## src/rtl/intersection_scheduler.sv

```systemverilog
// rtl/intersection_scheduler.sv - two-street traffic light scheduler with pedestrian walk service
//
// Ports:
//   clk            single clock, all state changes on its rising edge
//   rst            asynchronous active-low reset
//   TA, TB         traffic-present sensors for street A / street B
//   PED_A, PED_B   pedestrian request pulses for phase A / phase B
//   RA, YA, GA     street A red / yellow / green lamps
//   RB, YB, GB     street B red / yellow / green lamps
//   WALK_A, WALK_B pedestrian walk indication for phase A / phase B
//   STATE          current FSM state code (debug)
module intersection_scheduler #(
  parameter int GREEN_MIN = 4,
  parameter int GREEN_MAX = 12,
  parameter int YELLOW_T  = 2,
  parameter int ALL_RED_T = 1
) (
  input  logic       clk,
  input  logic       rst,
  input  logic       TA,
  input  logic       TB,
  input  logic       PED_A,
  input  logic       PED_B,
  output logic       RA,
  output logic       YA,
  output logic       GA,
  output logic       RB,
  output logic       YB,
  output logic       GB,
  output logic       WALK_A,
  output logic       WALK_B,
  output logic [2:0] STATE
);

  typedef enum logic [2:0] {
    S_GA  = 3'd0,
    S_YA  = 3'd1,
    S_RR1 = 3'd2,
    S_GB  = 3'd3,
    S_YB  = 3'd4,
    S_RR2 = 3'd5
  } state_t;

  localparam logic [3:0] GMIN    = 4'(GREEN_MIN);
  localparam logic [3:0] GMIN_M1 = 4'(GREEN_MIN - 1);
  localparam logic [3:0] GMAX_M1 = 4'(GREEN_MAX - 1);
  localparam logic [3:0] YEL_M1  = 4'(YELLOW_T - 1);
  localparam logic [3:0] AR_M1   = 4'(ALL_RED_T - 1);

  state_t     state;
  state_t     state_next;
  logic [3:0] t;
  logic       pend_a;
  logic       pend_b;
  logic       walk_flag_a;
  logic       walk_flag_b;
  logic       demand_a;
  logic       demand_b;
  logic       enter_ga;
  logic       enter_gb;

  assign demand_a = TA | pend_a;
  assign demand_b = TB | pend_b;

  always_comb begin
    state_next = state;
    case (state)
      // A green yields only after the minimum dwell, only if B wants service,
      // and, while A still has traffic, only once the maximum dwell is reached.
      S_GA:  if (t >= GMIN_M1 && demand_b && (!TA || t >= GMAX_M1)) state_next = S_YA;
      S_YA:  if (t == YEL_M1) state_next = S_RR1;
      S_RR1: if (t == AR_M1) state_next = S_GB;
      S_GB:  if (t >= GMIN_M1 && demand_a && (!TB || t >= GMAX_M1)) state_next = S_YB;
      S_YB:  if (t == YEL_M1) state_next = S_RR2;
      S_RR2: if (t == AR_M1) state_next = S_GA;
      default: state_next = S_GA;
    endcase
  end

  assign enter_ga = (state_next == S_GA) && (state != S_GA);
  assign enter_gb = (state_next == S_GB) && (state != S_GB);

  always_ff @(posedge clk or negedge rst) begin
    if (!rst) begin
      state       <= S_GA;
      t           <= 4'd0;
      pend_a      <= 1'b0;
      pend_b      <= 1'b0;
      walk_flag_a <= 1'b0;
      walk_flag_b <= 1'b0;
    end else begin
      state <= state_next;
      if (state_next != state) begin
        t <= 4'd0;
      end else if (t != 4'hF) begin
        t <= t + 4'd1;
      end
      // A request arriving on the entry edge is served by this green, so it
      // feeds the walk flag directly and never lands in the pending flag.
      if (enter_ga) begin
        pend_a      <= 1'b0;
        walk_flag_a <= pend_a | PED_A;
      end else if (PED_A) begin
        pend_a <= 1'b1;
      end
      if (enter_gb) begin
        pend_b      <= 1'b0;
        walk_flag_b <= pend_b | PED_B;
      end else if (PED_B) begin
        pend_b <= 1'b1;
      end
    end
  end

  always_comb begin
    RA = 1'b0;
    YA = 1'b0;
    GA = 1'b0;
    RB = 1'b0;
    YB = 1'b0;
    GB = 1'b0;
    case (state)
      S_GA: begin GA = 1'b1; RB = 1'b1; end
      S_YA: begin YA = 1'b1; RB = 1'b1; end
      S_GB: begin RA = 1'b1; GB = 1'b1; end
      S_YB: begin RA = 1'b1; YB = 1'b1; end
      default: begin RA = 1'b1; RB = 1'b1; end
    endcase
  end

  assign WALK_A = (state == S_GA) && walk_flag_a && (t < GMIN);
  assign WALK_B = (state == S_GB) && walk_flag_b && (t < GMIN);
  assign STATE  = state;

endmodule

```

## config.mk

```make
export PLATFORM = sky130hd
export DESIGN_NAME = intersection_scheduler
export DESIGN_NICKNAME = d
export VERILOG_FILES = /design/src/rtl/intersection_scheduler.sv
export SDC_FILE = /design/constraint.sdc
export NUM_CORES = 1
export LEC_CHECK = 0
export BUFFER_PORTS_ARGS = -buffer_cell sky130_fd_sc_hd__buf_4
export CAP_MARGIN = 25
export CORE_AREA = 2 2 48 50
export CTS_CLUSTER_DIAMETER = 100
export DETAILED_ROUTE_END_ITERATION = 6
export DIE_AREA = 0 0 50 52
export GPL_ROUTABILITY_DRIVEN = 0
export PLACE_DENSITY = 0.58
export SYNTH_ARGS = -nofsm -noshare
export SYNTH_HDL_FRONTEND = slang
export SYNTH_SLANG_ARGS = --single-unit
```

## constraint.sdc

```tcl
create_clock -name clk -period 4.8 [get_ports clk]
set_input_delay 0.48 -clock clk [delete_from_list [all_inputs] [get_ports clk]]
set_output_delay 0.48 -clock clk [all_outputs]
set_load 0.1 [all_outputs]
```

==> impl_metrics.yaml, run 1 <==
status:
  outcome: "complete, no violations"
floorplan:
  die_area_um2: 2600
  rows: 17
  die_h_um: 52
  dieWidth_um: 50
  core_um2: 2110
  start_util_pct: 36.5
  io-pin-count: 17
power_and_ir_drop:
  power_w: 0.000161
  clockPowerShare_pct: 39.0
  p_sw_share_pct: 21.5
  pwr-share-comb_pct: 3.4
  leakage_nw: 0.416
  powerDensity_nw_per_um2: 175
  power_switching_w: 0.0000345
  vdd_drop_max_mv: 0.127
  p_seq_share_pct: 57.6
  power.internal_w: 0.000126
sta:
  min_period_ps: 2220
  final_hold_viol_count: 0
  skew_ps: 1.81
  worst_pin_slew_ps: 517
  rsz0062_at_grt: "false"
  slew_violations: 0
  setup_tns_ps: 0
  max_freq_mhz: 451
  fin_crit_sh_pct: 46.2
  max_slew_margin_pct: 65.5
  timing.hold.ws_ps: 36.6
  setup-violations-final: 0
route:
  post_drt_wl_per_cell_um: 13.1
  drt_iter0_drc: 15
  drcViolationCount: 0
  viasPerCell: 5.13
  wl_um: 1660
  first_pass_iters: 3
  detail-route-antenna-nets: 0
  vias: 652
logic_synthesis:
  synth-compound-area-share_pct: 17.6
  synth_area_per_cell_um2: 9.16
  synth_xor_area_share_pct: 1.14
  ys.flop_type: "dfrtp_1"
  synth-simple-area-share_pct: 29.4
  synth.mux.area_fraction_pct: 4.07
  yosysSeqAreaShare_pct: 35.8
  synth_cell_types: 38
  syn_nets: 93
  synth_edf_count: 0
  synth.cell_area_um2: 769
  synthAdderAreaFrac_pct: 4.88
  synthArstFlopShare_pct: 100
  syn_inst: 84
  synth_top_family_by_area: "simple AND/OR/NAND/NOR gates"
  yosys_register_bits: 11
  yosys_warnings: 0
worst_setup_path:
  critPathRequiredTime_ps: 4320
  critPathLaunchType: "flop"
  cp_max_fo: 12
  critPathCaptureType: "primary output"
  cp_data_arrival_time_ps: 1740
  worstSetupPathType: "flop to primary output"
final_layout:
  instances_no_fill: 127
  area_growth_pct: 19.7
  antenna_cells: 0
  nets: 109
  drive_gt1_share_pct: 36.4
clock_tree:
  clockRootBuffer: "clkbuf_4"
  holdBufCountCts: 0
  cts_setup_buffers: 0
  cts_max_level: 1
  clock_latency_ps: 260
  cts_resized: 0
  clk_pin_slew_worst_paths_ps: 70
  cts_made_buffers: 3
  cts_tree: "yes"
  max-clock-path-buffers: 2
  cts.sinks: 11
grt:
  grt_overflow: 0
  grt_pass1_vias: 607
  antenna_found_initial: 0
  grt_pass1_wl_um: 2790
  grt_use_total_pct: 14.5
  grt_max_degree: 13
job:
  max_cap_violations: 0
min_path:
  hp-class: "input pin to asynchronous set/reset pin"
place:
  place_inst: 123
  hpwl_um: 1280
  port_buffers: 16
-- cell usage after synthesis (all sizes together) (2+ instances only) --
cell | number | share of area, %
inv | 5 | 2.4
mux2i | 2 | 2.6
buf | 4 | 4.2
a21oi | 3 | 2.4
nand3 | 4 | 2.6
nand2b | 3 | 2.4
nor3 | 6 | 5.2
dfrtp | 11 | 36
nor3b | 3 | 3.6
nand2 | 7 | 3.4
nor2b | 2 | 1.6
and3 | 3 | 3.4
a21boi | 2 | 2.0
o21ai | 2 | 1.3
ha | 3 | 4.9
nor2 | 7 | 3.7
or2 | 3 | 2.4
-- final timing paths --
check | endpoint | slack [ps] | from | cells past startpoint
worst max-delay path | WALK_B | 2580 | STATE[0] | 4
worst min register to register | walk_flag_a | 480 | walk_flag_a | 2
worst max register to register | t[1] | 2870 | t[0] | 6
max in group asynchronous | pend_b | 4610 | rst | 1
worst min-delay path | t[0] | 40 | rst | 1
min in group clk | pend_a | 420 | PED_A | 2
-- metal layers --
layer	share of wire, %	up-vias	track usage [%]
met1	51	314	20.9
li1	-	324	-
met3	3.1	4	3.16
met2	44	10	19.7
met5	0	-	0
met4	1.8	0	8.33
-- layout by cell type, fill, tap and decap left out, drive strengths merged, types with 2 or more instances in the layout --
cell type and n:
nand2 7, clkbuf 3, a21boi 2, or2 3, o21ai 2, nand3 4, nor3b 3, nand2b 3
ha 3, a21oi 3, nor3 6, and3 3, inv 5, mux2i 2, nor2 7, buf 16
dfrtp 11, nor2b 2
-- through the flow --
step | util [%] | setup slack [ps] | area [µm²]
final | 43.7 | 2580 | 921
after detailed placement | 42.4 | 2860 | 893
after floorplan | - | 605 | 774
after global placement | 42.4 | 2820 | 893
after global routing | 43.7 | 2390 | 921
after CTS | 43.7 | 2560 | 921
-- layout make-up --
class                      count  area, µm²
clock buffer                   3       22.5
clock inverter                 1       5.00
fill                         199       1180
inverter                       5       18.8
multi-input combinational     63        444
sequential                    11        275
tap                           28       35.0
timing repair buffer          16        120
-- cell families after synthesis --
| kind of cell | after synthesis |
|---|---|
| adders and majority gates | 3 |
| and+or+nand+nor | 39 |
| buffers and inverters | 10 |
| AOI/OAI and AO/OA | 17 |
| DFF | 11 |
| muxes | 3 |
| xor gates and xnor gates | 1 |
-- power groups by stage --
stage          Sequential, W  Clock (W)  Combinational, W
2_1_floorplan      0.0000945          0       0.000000268
3_3_place_gp       0.0000944          0        0.00000569
3_5_place_dp       0.0000944          0        0.00000577
4_1_cts            0.0000926  0.0000672        0.00000574
5_1_grt            0.0000926  0.0000737        0.00000627
6_report           0.0000926  0.0000626        0.00000550
-- state kept, by name (all words and copies together) (netlist names) --
register     cells
t                4
STATE            3
pend_a           1
pend_b           1
walk_flag_a      1
walk_flag_b      1
-- critical path: stages (launching register included) --
cell	delay, ps
dfrtp_1	590
inv_1	150
nor2_1	240
and3_2	210
buf_4	280
Note: power is estimated with default switching activity, not from simulation.
==> inputs of run 2 (changes only) <==
==> constraint.sdc (replaced) <==
create_clock -name clk -period 2.2 [get_ports clk]
set_input_delay 0.22 -clock clk [delete_from_list [all_inputs] [get_ports clk]]
set_output_delay 0.22 -clock clk [all_outputs]
set_load 0.1 [all_outputs]
==> run 2 against run 1 <==
Final cell count grew 0.79%; clock power grew 120%; register-to-register slack lost 2600 ps; worst hold slack gained 120 ps; sequential share of layout area shrank 0.34 points; setup slack lost 2300 ps; non-clock buffer count grew 1.
==> impl_metrics.yaml, run 2 (synthesis results as in run 1) <==
status:
  outcome: "complete, no violations"
worst_setup_path:
  critPathLaunchType: "flop"
  worstSetupPathType: "flop to primary output"
  critPathSlowestCell: "dfrtp_4"
  cpPeakStageDelay_ps: 540
  critPathRequiredTime_ps: 1980
  crit_chain: "nand2b_1 -> nor2_4 -> and3_4 -> buf_4"
  critPathCaptureType: "primary output"
  cp_max_fo: 12
  cp_data_arrival_time_ps: 1710
floorplan:
  core_um2: 2110
  die_h_um: 52
  die_area_um2: 2600
  start_util_pct: 36.5
  rows: 17
  io-pin-count: 17
  dieWidth_um: 50
final_layout:
  nets: 110
  drive_gt1_share_pct: 41.0
  final.fill_count: 216
  multiInputGateArea_um2: 473
  area_growth_pct: 26.0
  seq_area_um2: 287
  mostFrequentLayoutCell: "buf_4"
  largest_reg_flops: 4
  antenna_cells: 0
  final_cell_mix: "buf_4 (16), dfrtp_1 (8), nand2_1 (7)"
  postLayoutCoreUtil_pct: 46.0
  regMostFlops: "t"
clock_tree:
  clk_pin_slew_worst_paths_ps: 70
  clockRootBuffer: "clkbuf_4"
  clock_latency_ps: 270
  cts_max_level: 1
  max-clock-path-buffers: 2
  cts_setup_buffers: 0
  cts_tree: "yes"
  cts_made_buffers: 3
  cts.sinks: 11
power_and_ir_drop:
  p_sw_share_pct: 21.2
  power.internal_w: 0.000280
  power_switching_w: 0.0000750
  leakage_nw: 0.407
  powerDensity_nw_per_um2: 366
  power_w: 0.000355
  clockPowerShare_pct: 39.2
  vdd_drop_max_mv: 0.315
  p_seq_share_pct: 57.0
  pwr-share-comb_pct: 3.9
route:
  post_drt_wl_per_cell_um: 13.0
  first_pass_iters: 4
  viasPerCell: 5.15
  wl_um: 1660
  detail-route-antenna-nets: 0
  vias: 659
  drcViolationCount: 0
  drt_iter0_drc: 7
grt:
  grt_overflow: 0
  grt_pass1_wl_um: 2800
  grt_max_degree: 13
  grt_pass1_vias: 616
  antenna_found_initial: 0
  grt_use_total_pct: 14.6
place:
  port_buffers: 16
  dp_slack_ps: 290
  hpwl_um: 1270
sta:
  rsz0062_at_grt: "false"
  fin_crit_sh_pct: 87.6
  setup-violations-final: 0
  timing.final.ws_setup_ps: 273
  slew_violations: 0
  timing.hold.ws_ps: 158
  max_slew_margin_pct: 65.6
  worst_pin_slew_ps: 515
  skew_ps: 5.13
  final_hold_viol_count: 0
  max_freq_mhz: 519
  min_period_ps: 1930
job:
  max_cap_violations: 0
min_path:
  hp-class: "input pin to flop"
==> run 2: cell types whose count changed in the layout (fill, tap and decap cells not counted), moves of 2 or more <==
cell and change:
dfrtp_1 -3, nor2_2 +2, dfrtp_4 +3, nor2_1 -3
==> run 2: timing repair <==
action,CTS,global route
hold buffers,1,0
hold endpoints to repair,11,0
gates resized for setup,0,0
==> run 2: layer usage <==
metal / wire (µm) / part of all wire, % / vias to the layer above / GRT usage (%)
met5: 0 / 0 / - / 0
met4: 23 / 1.4 / 0 / 8.33
met3: 61 / 3.7 / 4 / 2.01
met2: 798 / 48 / 12 / 22.8
met1: 779 / 47 / 315 / 19.3
li1: - / - / 328 / -
==> run 2: per-stage QoR <==
step / cells / setup TNS [ps] / cell area (µm²)
after detailed placement: 123 / 0 / 933
after floorplan: 84 / -2520 / 831
after global placement: 123 / 0 / 933
after global routing: 128 / 0 / 970
after CTS: 128 / 0 / 970
final: 128 / 0 / 970
==> run 2: area by class of cell <==
| class | count | area share [%] |
|---|---|---|
| Tap cell | 28 | 3.61 |
| Inverter | 5 | 1.94 |
| Timing Repair Buffer | 17 | 13.4 |
| Multi-Input combinational cell | 63 | 48.8 |
| Clock buffer | 4 | 2.71 |
| Sequential cell | 11 | 29.5 |
==> run 2: critical path: cells and delay by family (launching register included) <==
family	cells	cell delay, ps
buffers and inverters	1	280
and+or+nand+nor	3	600
DFF	1	540
==> run 2: worst paths after layout <==
check                            start     endpoint  slack (ps)  cells after the start
max                           STATE[2]       WALK_B         270                      4
min                              PED_A       pend_a         160                      2
max reg2reg                       t[0]         t[3]         280                      6
min reg2reg                walk_flag_a  walk_flag_a         480                      2
max in group asynchronous          rst     STATE[0]        1710                      2
min in group asynchronous          rst  walk_flag_a         320                      2
==> run 2: power groups by stage <==
stage	Combinational, W	Sequential [W]	Clock (W)
finish	0.0000137	0.000202	0.000139
floorplan	0.000000585	0.000206	0
detailed placement	0.0000129	0.000206	0
CTS	0.0000142	0.000202	0.000146
global route	0.0000155	0.000202	0.000154
global placement	0.0000123	0.000206	0
==> inputs of run 3 (changes only) <==
==> constraint.sdc (replaced) <==
create_clock -name clk -period 2.5 [get_ports clk]
set_input_delay 0.25 -clock clk [delete_from_list [all_inputs] [get_ports clk]]
set_output_delay 0.25 -clock clk [all_outputs]
set_load 0.1 [all_outputs]
==> run 3 against run 2 <==
Clock power shrank 12%; sequential cell count is the same; setup slack gained 240 ps; critical path depth grew 2; design area grew 0.13%; combinational power shrank 12%; final cell count is the same; die area is the same; first-iteration DRC count grew 14%; largest cell class unchanged; largest power group unchanged.
==> impl_metrics.yaml, run 3 (synthesis results as in run 1) <==
sta:
  rsz0062_at_grt: "false"
  fin_crit_sh_pct: 79.3
  max_slew_margin_pct: 62.9
  worst_pin_slew_ps: 556
  setup-violations-final: 0
  skew_ps: 6.45
  final_hold_viol_count: 0
  setup_tns_ps: 0
  min_period_ps: 1980
  slew_violations: 0
  max_freq_mhz: 504
power_and_ir_drop:
  pwr-share-comb_pct: 3.8
  clockPowerShare_pct: 39.3
  vdd_drop_max_mv: 0.220
  power_switching_w: 0.0000666
  p_seq_share_pct: 56.9
  p_sw_share_pct: 21.3
  powerDensity_nw_per_um2: 322
  leakage_nw: 0.406
  power.internal_w: 0.000246
  power_w: 0.000312
clock_tree:
  cts_max_level: 1
  cts_setup_buffers: 0
  max-clock-path-buffers: 2
  cts_resized: 0
  holdBufCountCts: 1
  cts.sinks: 11
  clockRootBuffer: "clkbuf_4"
  cts_made_buffers: 3
  cts_tree: "yes"
  clock_latency_ps: 270
  clk_pin_slew_worst_paths_ps: 70
place:
  port_buffers: 16
  dpl-instance-area_um2: 935
  hpwl_um: 1310
route:
  first_pass_iters: 4
  post_drt_wl_per_cell_um: 13.4
  drt_iter0_drc: 8
  wl_um: 1720
  highest_layer: "met4"
  wl_met1_um: 836
  drcViolationCount: 0
  wl_met2_um: 818
  vias: 652
  viasPerCell: 5.09
  detail-route-antenna-nets: 0
  wl_met3_um: 51
final_layout:
  largest_reg_flops: 4
  nets: 110
  design_area_um2: 971
  mostFrequentLayoutCell: "buf_4"
  antenna_cells: 0
  final_cell_mix: "buf_4 (16), dfrtp_1 (8), nand2_1 (7)"
  regMostFlops: "t"
  area_growth_pct: 26.2
  drive_gt1_share_pct: 41.0
min_path:
  holdCritStartpoint: "PED_A"
  whs_endpoint: "pend_a"
  hp-class: "input pin to flop"
  holdPathStages: 2
grt:
  antenna_found_initial: 0
  grt_use_total_pct: 15.2
  grt_pass1_vias: 631
  grt_pass1_wl_um: 2930
  grt_overflow: 0
  grt_max_degree: 13
worst_setup_path:
  worstSetupPathType: "flop to flop"
  cp_data_arrival_time_ps: 2130
  r2r_end: "t[0]"
  critPathLaunchType: "flop"
  rr_worst_depth: 6
  critPathCaptureType: "flop"
  r2r_slack_ps: 520
  cp_max_fo: 6
  reg2reg_from: "t[0]"
  critPathRequiredTime_ps: 2650
status:
  outcome: "complete, no violations"
floorplan:
  io-pin-count: 17
  rows: 17
  start_util_pct: 36.5
  core_um2: 2110
  die_area_um2: 2600
  dieWidth_um: 50
  die_h_um: 52
job:
  max_cap_violations: 0
[run 3: layout make-up]
class | count | area, µm²
repair buffers | 17 | 130
clock buffers | 4 | 26.3
fillers | 221 | 1130
inverters | 5 | 18.8
flip-flops and latches | 11 | 284
well taps | 28 | 35.0
multi-input cells | 63 | 477
[run 3: how the worst max path moves through the flow]
stage                 to  cells past startpoint  slack [ps]  startpoint
finish              t[0]                      6         520        t[0]
global route        t[0]                      6         400        t[0]
CTS                 t[3]                      6         530        t[0]
detailed placement  t[3]                      6         560        t[0]
global placement    t[1]                      6         610        t[0]
floorplan           t[0]                      6        -100    STATE[1]
[run 3: critical path: stages (launching register included)]
cell,delay (ps)
dfrtp_1,430
ha_1,320
nor3b_2,80
a2111oi_2,520
a211o_2,270
and3_4,200
nor3_1,50
[run 3: stage by stage]
stage          setup slack, ps  instances  hold slack, ps  utilization (%)
2_1_floorplan            -95.2         84           -45.6                -
3_3_place_gp               612        123            95.2             44.4
3_5_place_dp               560        123            93.9             44.4
4_1_cts                    534        128             192             46.1
5_1_grt                    403        128             202             46.1
6_report                   517        128             196             46.1
[run 3: power by group through the flow]
stage                       logic (W)  clock network, W  registers, W
after global routing        0.0000138          0.000136      0.000178
after detailed placement    0.0000111                 0      0.000181
after floorplan           0.000000515                 0      0.000181
final                       0.0000120          0.000123      0.000178
after CTS                   0.0000124          0.000130      0.000178
after global placement      0.0000110                 0      0.000181
[run 3: metal layers]
layer	vias to the layer above	GRT usage (%)
met5	-	0
met4	0	6.94
met3	2	1.72
met2	11	22.4
met1	310	22.0
li1	329	-
